`src/rtl/bcd_pkg.sv`:
```
// Shared types, constants and the single-digit decimal add rule for the serial BCD adder.
package bcd_pkg;

    localparam int         DIGIT_W = 4;
    localparam logic [3:0] BCD_MAX = 4'd9;
    localparam logic [3:0] BCD_ADJ = 4'd6;

    typedef enum logic [1:0] {
        IDLE = 2'd0,
        RUN  = 2'd1,
        DONE = 2'd2
    } state_t;

    // Returns {carry_out, digit}. Sums above 9 are pushed past 15 by +6 so the low nibble wraps
    // to the correct decimal digit.
    function automatic logic [4:0] bcd_digit_sum(
        input logic [DIGIT_W-1:0] a,
        input logic [DIGIT_W-1:0] b,
        input logic               c
    );
        logic [4:0] t;
        t = {1'b0, a} + {1'b0, b} + {4'b0000, c};
        if (t > {1'b0, BCD_MAX}) begin
            t = t + {1'b0, BCD_ADJ};
            return {1'b1, t[3:0]};
        end
        return {1'b0, t[3:0]};
    endfunction

endpackage

```
`src/rtl/bcd_digit_add.sv`:
```
// Combinational one-digit packed-BCD adder with decimal carry in and out.
module bcd_digit_add
    import bcd_pkg::*;
(
    input  logic [DIGIT_W-1:0] a,
    input  logic [DIGIT_W-1:0] b,
    input  logic               cin,
    output logic [DIGIT_W-1:0] d,
    output logic               cout
);

    assign {cout, d} = bcd_digit_sum(a, b, cin);

endmodule

```
`src/rtl/bcd_serial_adder.sv`:
```
// Digit-serial packed-BCD adder: one decimal digit per cycle, LSB first, valid/ready on both sides.
// Optional BCD_INPUT_CHECK_EN adds a sticky err output flagging non-BCD operand digits.
module bcd_serial_adder
    import bcd_pkg::*;
#(
    parameter int NDIGITS = 4
) (
    input  logic                       clk,
    input  logic                       rst_n,
    input  logic                       in_valid,
    output logic                       in_ready,
    input  logic [DIGIT_W*NDIGITS-1:0] a,
    input  logic [DIGIT_W*NDIGITS-1:0] b,
    input  logic                       cin,
    output logic                       out_valid,
    input  logic                       out_ready,
    output logic [DIGIT_W*NDIGITS-1:0] sum,
    output logic                       cout,
    output state_t                     state_dbg,
    output logic                       busy
`ifdef BCD_INPUT_CHECK_EN
    ,
    output logic                       err
`endif
);

    // Handshakes: a transfer happens on a rising edge where valid and ready are both high;
    // valid never waits on ready, and data is held stable while valid is high and ready is low.

    localparam int W  = DIGIT_W * NDIGITS;
    localparam int IW = $clog2(NDIGITS) + 1;

    state_t               state;
    logic [IW-1:0]        idx;
    logic [W-1:0]         a_q;
    logic [W-1:0]         b_q;
    logic                 carry;
    logic [DIGIT_W-1:0]   a_dig;
    logic [DIGIT_W-1:0]   b_dig;
    logic [DIGIT_W-1:0]   d;
    logic                 c;

    always_comb begin
        a_dig = '0;
        b_dig = '0;
        for (int i = 0; i < NDIGITS; i++) begin
            if (idx == IW'(i)) begin
                a_dig = a_q[i*DIGIT_W +: DIGIT_W];
                b_dig = b_q[i*DIGIT_W +: DIGIT_W];
            end
        end
    end

    bcd_digit_add u_digit (
        .a    (a_dig),
        .b    (b_dig),
        .cin  (carry),
        .d    (d),
        .cout (c)
    );

    assign in_ready  = (state == IDLE);
    assign busy      = (state != IDLE);
    assign state_dbg = state;

    always_ff @(posedge clk) begin
        if (!rst_n) begin
            state     <= IDLE;
            idx       <= '0;
            carry     <= 1'b0;
            sum       <= '0;
            cout      <= 1'b0;
            out_valid <= 1'b0;
            a_q       <= '0;
            b_q       <= '0;
`ifdef BCD_INPUT_CHECK_EN
            err       <= 1'b0;
`endif
        end else begin
            case (state)
                IDLE: begin
                    if (in_valid) begin
                        a_q   <= a;
                        b_q   <= b;
                        carry <= cin;
                        idx   <= '0;
                        sum   <= '0;
                        state <= RUN;
`ifdef BCD_INPUT_CHECK_EN
                        err   <= 1'b0;
`endif
                    end
                end
                RUN: begin
                    for (int i = 0; i < NDIGITS; i++) begin
                        if (idx == IW'(i)) sum[i*DIGIT_W +: DIGIT_W] <= d;
                    end
                    carry <= c;
                    idx   <= idx + 1'b1;
`ifdef BCD_INPUT_CHECK_EN
                    if (a_dig > BCD_MAX || b_dig > BCD_MAX) err <= 1'b1;
`endif
                    if (idx == IW'(NDIGITS - 1)) begin
                        cout      <= c;
                        out_valid <= 1'b1;
                        state     <= DONE;
                    end
                end
                DONE: begin
                    // Result stays frozen until the consumer takes it.
                    if (out_ready) begin
                        out_valid <= 1'b0;
                        state     <= IDLE;
                    end
                end
                default: state <= IDLE;
            endcase
        end
    end

endmodule

```
`config.mk`:
```
export PLATFORM = sky130hd
export DESIGN_NAME = bcd_serial_adder
export DESIGN_NICKNAME = d
export VERILOG_FILES = /design/src/rtl/bcd_pkg.sv /design/src/rtl/bcd_digit_add.sv /design/src/rtl/bcd_serial_adder.sv
export SDC_FILE = /design/constraint.sdc
export NUM_CORES = 1
export LEC_CHECK = 0
export ABC_CLOCK_PERIOD_IN_PS = 5000
export BUFFER_PORTS_ARGS = -buffer_cell sky130_fd_sc_hd__buf_4
export CORE_MARGIN = 8
export CORE_UTILIZATION = 54
export DETAILED_ROUTE_END_ITERATION = 7
export GPL_TIMING_DRIVEN = 1
export PLACE_DENSITY_LB_ADDON = 0.25
export SLEW_MARGIN = 20
export SYNTH_ARGS = -nofsm -noshare
export SYNTH_HDL_FRONTEND = slang
export SYNTH_SLANG_ARGS = --single-unit
export TNS_END_PERCENT = 10
```
`constraint.sdc`:
```
create_clock -name clk -period 5 [get_ports clk]
set_input_delay 0.5 -clock clk [delete_from_list [all_inputs] [get_ports clk]]
set_output_delay 0.5 -clock clk [all_outputs]
set_load 0.005 [all_outputs]
```
==> results.txt, run 1 <==
The tree is rooted in a sky130_fd_sc_hd__clkbuf_8. The worst-case clock buffer depth is 2. Port buffering added 58 buffers.

In this run, placement finished with an instance count of between 400 and 500. The initial detailed-routing violation count came out at around 110. In this run, CTS created clock tree buffers numbering 5.

The worst setup path is captured at a register. The detailed router used layers up to and including met4. The count of endpoints failing hold in the final timing report is 0. The number of antenna violations at the first check in global routing was 0. The clock drives between 50 and 60 sinks. The mapped cell area is 2656 sq um. The die height is 86.14 microns. The core region is ~4700 sq um. The initial utilization of the core area, before any placement, comes to 0.5624. The flow ran to the end, and the final reports show no timing, DRC or antenna violations. After synthesis, the share of flip-flops with an asynchronous set or reset is 0. The area occupied by multi-input gates came out at 1421 sq um. The worst-margin pin slew is 0.7004 ns. The number of maximum-capacitance constraint violations came out at 0. The synthesis-stage register bit count came out at 56. The count of TritonRoute iterations in the first routing pass came out at 4.

The routed wire length came out at between 6 and 7 mm. The routed design uses between 300 and 400 microns of met3 wire. The post-cts resize count came out at 0. The data required time of the critical path is ~5.2 ns. The final number of setup-violating endpoints came out at 0.

The sum of overflow across all layers after global routing came out at 0. The total half-perimeter wirelength after legalization and detailed placement came out at roughly 4.7 mm. The kind of path behind the tightest hold check is primary input to register.

TritonCTS built the clock tree. The proportion of layout cells with a drive suffix above 1 came out at 0.1995. At the later pin of the worst-skew pair, clock insertion delay measures around 0.31 ns. After clock tree synthesis, the flow added hold-fix buffers numbering 0. The area growth from synthesis to layout came out at 20.87%.

The first-pass GRT wire length came out at between 10 and 15 mm. The horizontal die dimension is 86.14 microns. The clock period minus worst slack came out at about 4.4 ns. The critical path class is register to register. The via density per instance is ~5.3. The part of the Yosys area used for sequential elements came out at 0.4220. The largest net degree at the start of global routing is 48. The final-layout fill cell count is approximately 410. The per-instance average area after synthesis is slightly below 8 sq um. The leakage power summed over all cells came out at roughly 1.3 nW.

For this design the top-level I/O count stands at 59. The number of distinct standard cells referenced by the synthesized netlist came out at 35. Total power for the finished layout comes to ~0.00092 W.

Routability-driven placement finished with a final weighted congestion of roughly 0.9. The count of final max-slew check failures is 0. The clock-pin slew on the worst setup and hold paths came out at approximately 0.1 ns. The number of levels the H-tree was split into is 2.

The DRC violations left came out at 0. In the final routed layout, each cell accounts on average for 13.80 microns. The buffers inserted during post-CTS setup optimization is 0.

When the netlist entered floorplanning its net count stood at between 300 and 400. In this run the power density over the cells is approximately 290 nW/um^2. The count of mapped cells out of synthesis is between 300 and 400. The worst setup path is launched from a register. The aggregate global-route resource usage is 0.1780. The standard-cell row count is 25.

Setup repair after global routing left no endpoint under its margin. The most instantiated flip-flop cell in the synthesis netlist is sky130_fd_sc_hd__dfxtp_1. Adding up every negative setup slack in the final design gives 0 ns. The wire length on met2 is just over 3 mm. Between clock sinks in the finished design, the worst skew comes to between 0.006 and 0.007 ns. The met1 routed wirelength after detailed routing is between 2 and 3 mm. The detail route stage leaves a number of antenna-violating nets equal to 0.

Static timing analysis puts the maximum clock frequency at approximately 230 MHz. Headroom to the max-slew limit came out at 0.5331. Of the available clock period, the critical path in the final layout requires 0.8707. The maximum vdd ir drop came out at roughly 160 uV.

The number of nets in the layout came out at approximately 440. Counting flops with a built-in enable in the synthesized netlist gives 0. The number of diodes added for antenna fixing is 0. The die outline area is ~7400 sq um. Yosys printed 0 warnings. The data arrival at the endpoint of the critical path is 4.60 ns.

The via count of the routed design is about 2400. The via count of the first global-routing pass came out at between 2000 and 2500. Across the whole layout, storage elements account for between 1000 and 1500 sq um. The post-layout instance count excluding filler cells is between 400 and 500. Of all nets on the critical path, the largest fanout is 15.
registers in the layout, summed over array words and instances, names as in the netlist:
register / cells
state_dbg: 2
b_q: 16
idx: 3
carry: 1
sum: 16
cout: 1
a_q: 16
out_valid: 1
cells in the mapped netlist (4+ instances only):
library cell | count | share of area
sky130_fd_sc_hd__clkbuf_1 | 21 | 0.030
sky130_fd_sc_hd__nand2b_1 | 7 | 0.016
sky130_fd_sc_hd__a21o_1 | 4 | 0.011
sky130_fd_sc_hd__nand2_1 | 90 | 0.13
sky130_fd_sc_hd__a21oi_1 | 44 | 0.083
sky130_fd_sc_hd__nand3_1 | 9 | 0.017
sky130_fd_sc_hd__a22oi_1 | 10 | 0.028
sky130_fd_sc_hd__inv_1 | 9 | 0.013
sky130_fd_sc_hd__a22o_1 | 6 | 0.020
sky130_fd_sc_hd__nor2_1 | 24 | 0.034
sky130_fd_sc_hd__dfxtp_1 | 56 | 0.42
sky130_fd_sc_hd__ha_1 | 9 | 0.042
sky130_fd_sc_hd__nor2b_1 | 4 | 0.0094
sky130_fd_sc_hd__o21ai_0 | 19 | 0.036
cells by family (layout without fill, tap and decap cells):
family,Yosys count,count (layout),share of synthesized area
xor+xnor,2,2,0.009423
fa+ha+maj,11,11,0.05747
mux,1,1,0.004239
compound gates,96,96,0.2219
simple gates,148,148,0.2412
buf+inv,31,77,0.04381
flops,56,56,0.4220
final timing paths:
path                       startpoint  slack (ns)  depth (start not counted)                   end
setup / recovery  idx[0]$_SDFFE_PN0P_        0.65                         12   sum[6]$_SDFFE_PN0P_
hold / removal                  a[15]        0.43                          3  a_q[15]$_SDFFE_PN0P_
setup reg to reg  idx[0]$_SDFFE_PN0P_        0.65                         12   sum[6]$_SDFFE_PN0P_
hold reg to reg   b_q[9]$_SDFFE_PN0P_        0.46                          2   b_q[9]$_SDFFE_PN0P_
report_power, final:
| part | switching (W) | internal (W) | total, W |
|---|---|---|---|
| combinational | 0.000102 | 0.0000820 | 0.000184 |
| clock | 0.000141 | 0.000111 | 0.000251 |
| sequential | 0.0000145 | 0.000468 | 0.000482 |
| total | 0.000257 | 0.000661 | 0.000918 |
critical path, cell delays in order, from the launching register on:
cell and delay, ns:
sky130_fd_sc_hd__dfxtp_1 0.36, sky130_fd_sc_hd__ha_1 0.21, sky130_fd_sc_hd__ha_1 0.35, sky130_fd_sc_hd__nor2_1 0.58, sky130_fd_sc_hd__a22oi_1 0.21, sky130_fd_sc_hd__fa_1 0.47
sky130_fd_sc_hd__fa_1 0.41, sky130_fd_sc_hd__xor2_1 0.27, sky130_fd_sc_hd__ha_1 0.25, sky130_fd_sc_hd__a22oi_1 0.15, sky130_fd_sc_hd__a311oi_4 0.46, sky130_fd_sc_hd__mux2_2 0.42
sky130_fd_sc_hd__o21ai_0 0.15
final cells by class:
type,count,share of cell area
Clock inverter,2,0.003118
Inverter,9,0.01052
Timing Repair Buffer,60,0.1426
Tap cell,67,0.02611
Sequential cell,56,0.3492
Clock buffer,6,0.02572
Multi-Input combinational cell,258,0.4427
per-layer routing:
layer  vias up  GRT usage
met5         -          0
met4         0    0.07962
met3        18    0.05349
met2        59     0.2974
met1      1115     0.2036
li1       1250          -
stage by stage:
step	setup slack (ns)	hold WS [ns]	cell area [sq um]	utilization
6_report	0.6467	0.4299	3211	0.6797
5_1_grt	0.2794	0.4333	3211	0.6797
4_1_cts	0.7188	0.4294	3208	0.6792
3_5_place_dp	0.7368	0.4489	3115	0.6596
3_3_place_gp	0.9807	0.4465	3100	0.6564
2_1_floorplan	1.204	0.4366	2656	-
layout by cell type (no fill, tap or decap), types with 4 or more instances in the layout:
cell type	count
sky130_fd_sc_hd__nand2_1	89
sky130_fd_sc_hd__buf_4	59
sky130_fd_sc_hd__dfxtp_1	56
sky130_fd_sc_hd__a21oi_1	44
sky130_fd_sc_hd__nor2_1	24
sky130_fd_sc_hd__o21ai_0	19
sky130_fd_sc_hd__a22oi_1	10
sky130_fd_sc_hd__inv_1	9
sky130_fd_sc_hd__nand3_1	9
sky130_fd_sc_hd__ha_1	9
sky130_fd_sc_hd__nand2b_1	7
sky130_fd_sc_hd__a22o_1	6
sky130_fd_sc_hd__clkbuf_8	6
sky130_fd_sc_hd__a21o_1	4
sky130_fd_sc_hd__nor2b_1	4
Note: power is estimated with default switching activity, not from simulation.
==> run 2, diff against run 1 <==
Settings changed: BUFFER_PORTS_ARGS -buffer_cell sky130_fd_sc_hd__buf_4 to unset, CORE_UTILIZATION 54 to 65, CTS_BUF_LIST set to sky130_fd_sc_hd__clkbuf_4, DONT_BUFFER_PORTS set to 1.
==> results.txt, run 2 (same netlist as run 1, synthesis figures left out) <==
The setup clock skew after layout is 0.007781 ns. After layout, the minimum clock period comes to around 4.3 ns. At the end of routability-driven placement, the weighted congestion stood at around 0.9. The category of the worst setup path capture point is a register.

The worst slew slack as a fraction of its limit is 0.2994. The share of the cycle needed by the critical path after routing is 0.8680. The count of endpoints failing hold in the final timing report is 0.

The count of final max-slew check failures came out at 0. STA classifies the critical path startpoint as a register. Clock latency on the worst-skew pair, taken at its later pin, is 0.38 ns. The sum of overflow across all layers after global routing is 0.

The post-cts resize count is 0. In this run the tool buffered the top-level ports with 0 buffer cells. Max-cap violations in this run came to 0. The final core utilization came out at 0.6862.

The maximum single-stage delay on the critical path came out at around 0.5 ns. Across every metal layer, demand over resource in global routing totals 0.1878. The largest individual stage delay along the critical path comes from the cell sky130_fd_sc_hd__nor2_1. In this run the critical register-to-register path is launched from idx[0]$_SDFFE_PN0P_. On the final layout, the worst hold slack is around 0.23 ns.

The leakage power summed over all cells is a little over 1 nW. The maximum operating frequency came out at approximately 230 MHz. The count of TritonRoute iterations in the first routing pass is 4. The die covers approximately 6400 sq um. The initial detailed-routing violation count is roughly 110.

The launch point of the worst path is idx[0]$_SDFFE_PN0P_. The power per unit of standard cell area came out at between 300 and 400 nW/um^2. Counting tap cells, the placed design contains a total of 374 instances.

The horizontal die dimension came out at between 70 and 80 microns. The total half-perimeter wirelength after legalization and detailed placement is ~4.3 mm. Summing over every cut layer, the via total after detailed routing is 2230. The final number of setup-violating endpoints came out at 0.

The number of hold buffers added after cts is 0. The number of nets in the layout is roughly 380. STA puts the critical path data arrival time at about 4.6 ns. The kind of path behind the tightest hold check is primary input to register.

The number of buffers added by the clock tree synthesis step came out at 5. Clock-pin slew was measured on the worst setup and hold paths at 0.15 ns. The final routed wire length divided by cell count is around 15 microns. The first-pass GRT wire length came out at between 9 and 10 mm.

The via density per instance is between 5 and 6. The run finished with clean final reports. The peak fanout along the critical path is 15.

The final-layout fill cell count is 362. The CTS root buffer is sky130_fd_sc_hd__clkbuf_4. The area growth from synthesis to layout is 2.591%.

Across the VDD grid, the largest voltage drop is 159.0 uV. The startpoint identified for the worst hold timing path is a[15]. The routed wire length is ~5.9 mm.

The area occupied by multi-input gates came out at around 1400 sq um. The final setup TNS is 0 ns. The library cell used most frequently in the layout, excluding fill and tap cells, is sky130_fd_sc_hd__nand2_1.

The clock tree from TritonCTS is done. Setup repair after global routing left no endpoint under its margin. The most numerous cell on the critical path is sky130_fd_sc_hd__ha_1.

The number of antenna violations at the first check in global routing came out at 0. The proportion of layout cells with a drive suffix above 1 is 0.05723. For the pin with the worst max-slew slack, the measured transition is 1.048 ns. The number of antenna diodes in the final layout is 0. Once detail routing completed, the nets flagged for antenna violations numbered 0. The number of placed I/O pins came out at 59.

Traced cell by cell, the critical path runs through ha_1, ha_1, nor2_1, a22oi_1, fa_1, fa_1, xor2_1, ha_1, a22oi_1, a311oi_4, mux2_2, o21ai_0. The post-layout instance count excluding filler cells is around 380. The final cell area excluding filler cells came out at between 2000 and 3000 sq um. The effective utilization at floorplan is 0.6689. After floorplanning, the core was sized to cover ~4000 sq um. By startpoint and endpoint, the worst setup path is classified as register to register. Post-CTS timing repair inserted 0 buffers for setup.

The placement-stage cell area came out at 2644 sq um. The largest net degree at the start of global routing came out at 48. The die height came out at 79.93 microns. The worst-case clock buffer depth is 2. The H-tree was split into 2 levels. The standard-cell row count came out at 23. Data on the critical path is required at its endpoint by approximately 5.3 ns. The combined flip-flop and latch cell area came out at between 1000 and 1500 sq um.

The library cells used most frequently in the layout, excluding fill and tap cells, are sky130_fd_sc_hd__nand2_1, sky130_fd_sc_hd__dfxtp_1, sky130_fd_sc_hd__a21oi_1. The number of clock sinks came out at 56. The via count of the first global-routing pass is 2174. In the final layout, the registers with the most flip-flops are a_q: 16 flops, b_q: 16 flops, sum: 16 flops.

The DRC violations left came out at 0.
==> run 2: final timing paths <==
path	endpoint	slack, ns	cells past startpoint
worst min register to register	a_q[9]$_SDFFE_PN0P_	0.47	2
worst min-delay path	a_q[15]$_SDFFE_PN0P_	0.23	2
worst max-delay path	sum[10]$_SDFFE_PN0P_	0.66	12
worst max register to register	sum[10]$_SDFFE_PN0P_	0.66	12
==> run 2: cell type report <==
cell class                 count  area share
clock buffer                   6     0.01653
clock inverter                 2     0.01286
inverter                       9     0.01240
multi-input combinational    258      0.5211
sequential                    56      0.4114
tap                           50     0.02296
timing repair buffer           1    0.002755
==> run 2: where the power goes <==
part           internal (W)  total (W)  switching (W)
clock network      0.000110   0.000244       0.000134
logic             0.0000567   0.000150      0.0000933
registers          0.000468   0.000484      0.0000154
==> run 2: layer usage <==
layer	vias to the layer above	routed length, microns	track usage
met5	-	0	0
met4	0	95	0.07273
met3	10	439	0.05518
met2	64	2943	0.3250
met1	1019	2434	0.2105
li1	1137	-	-
==> run 2: worst max-delay path, delay by kind of cell (launching register included) <==
family	cells	cell delay, ns
DFF	1	0.39
adders and majority gates	5	1.72
xor gates and xnor gates	1	0.28
AOI/OAI and AO/OA	4	0.95
and+or+nand+nor	1	0.50
muxes	1	0.42
==> run 2: through the flow <==
stage                     power [W]  setup slack [ns]
final                     0.0008780            0.6602
after global routing      0.0009220            0.3453
after CTS                 0.0008842            0.6594
after detailed placement  0.0006434            0.7003
after global placement    0.0006367            0.9909
after floorplan           0.0006123             1.204
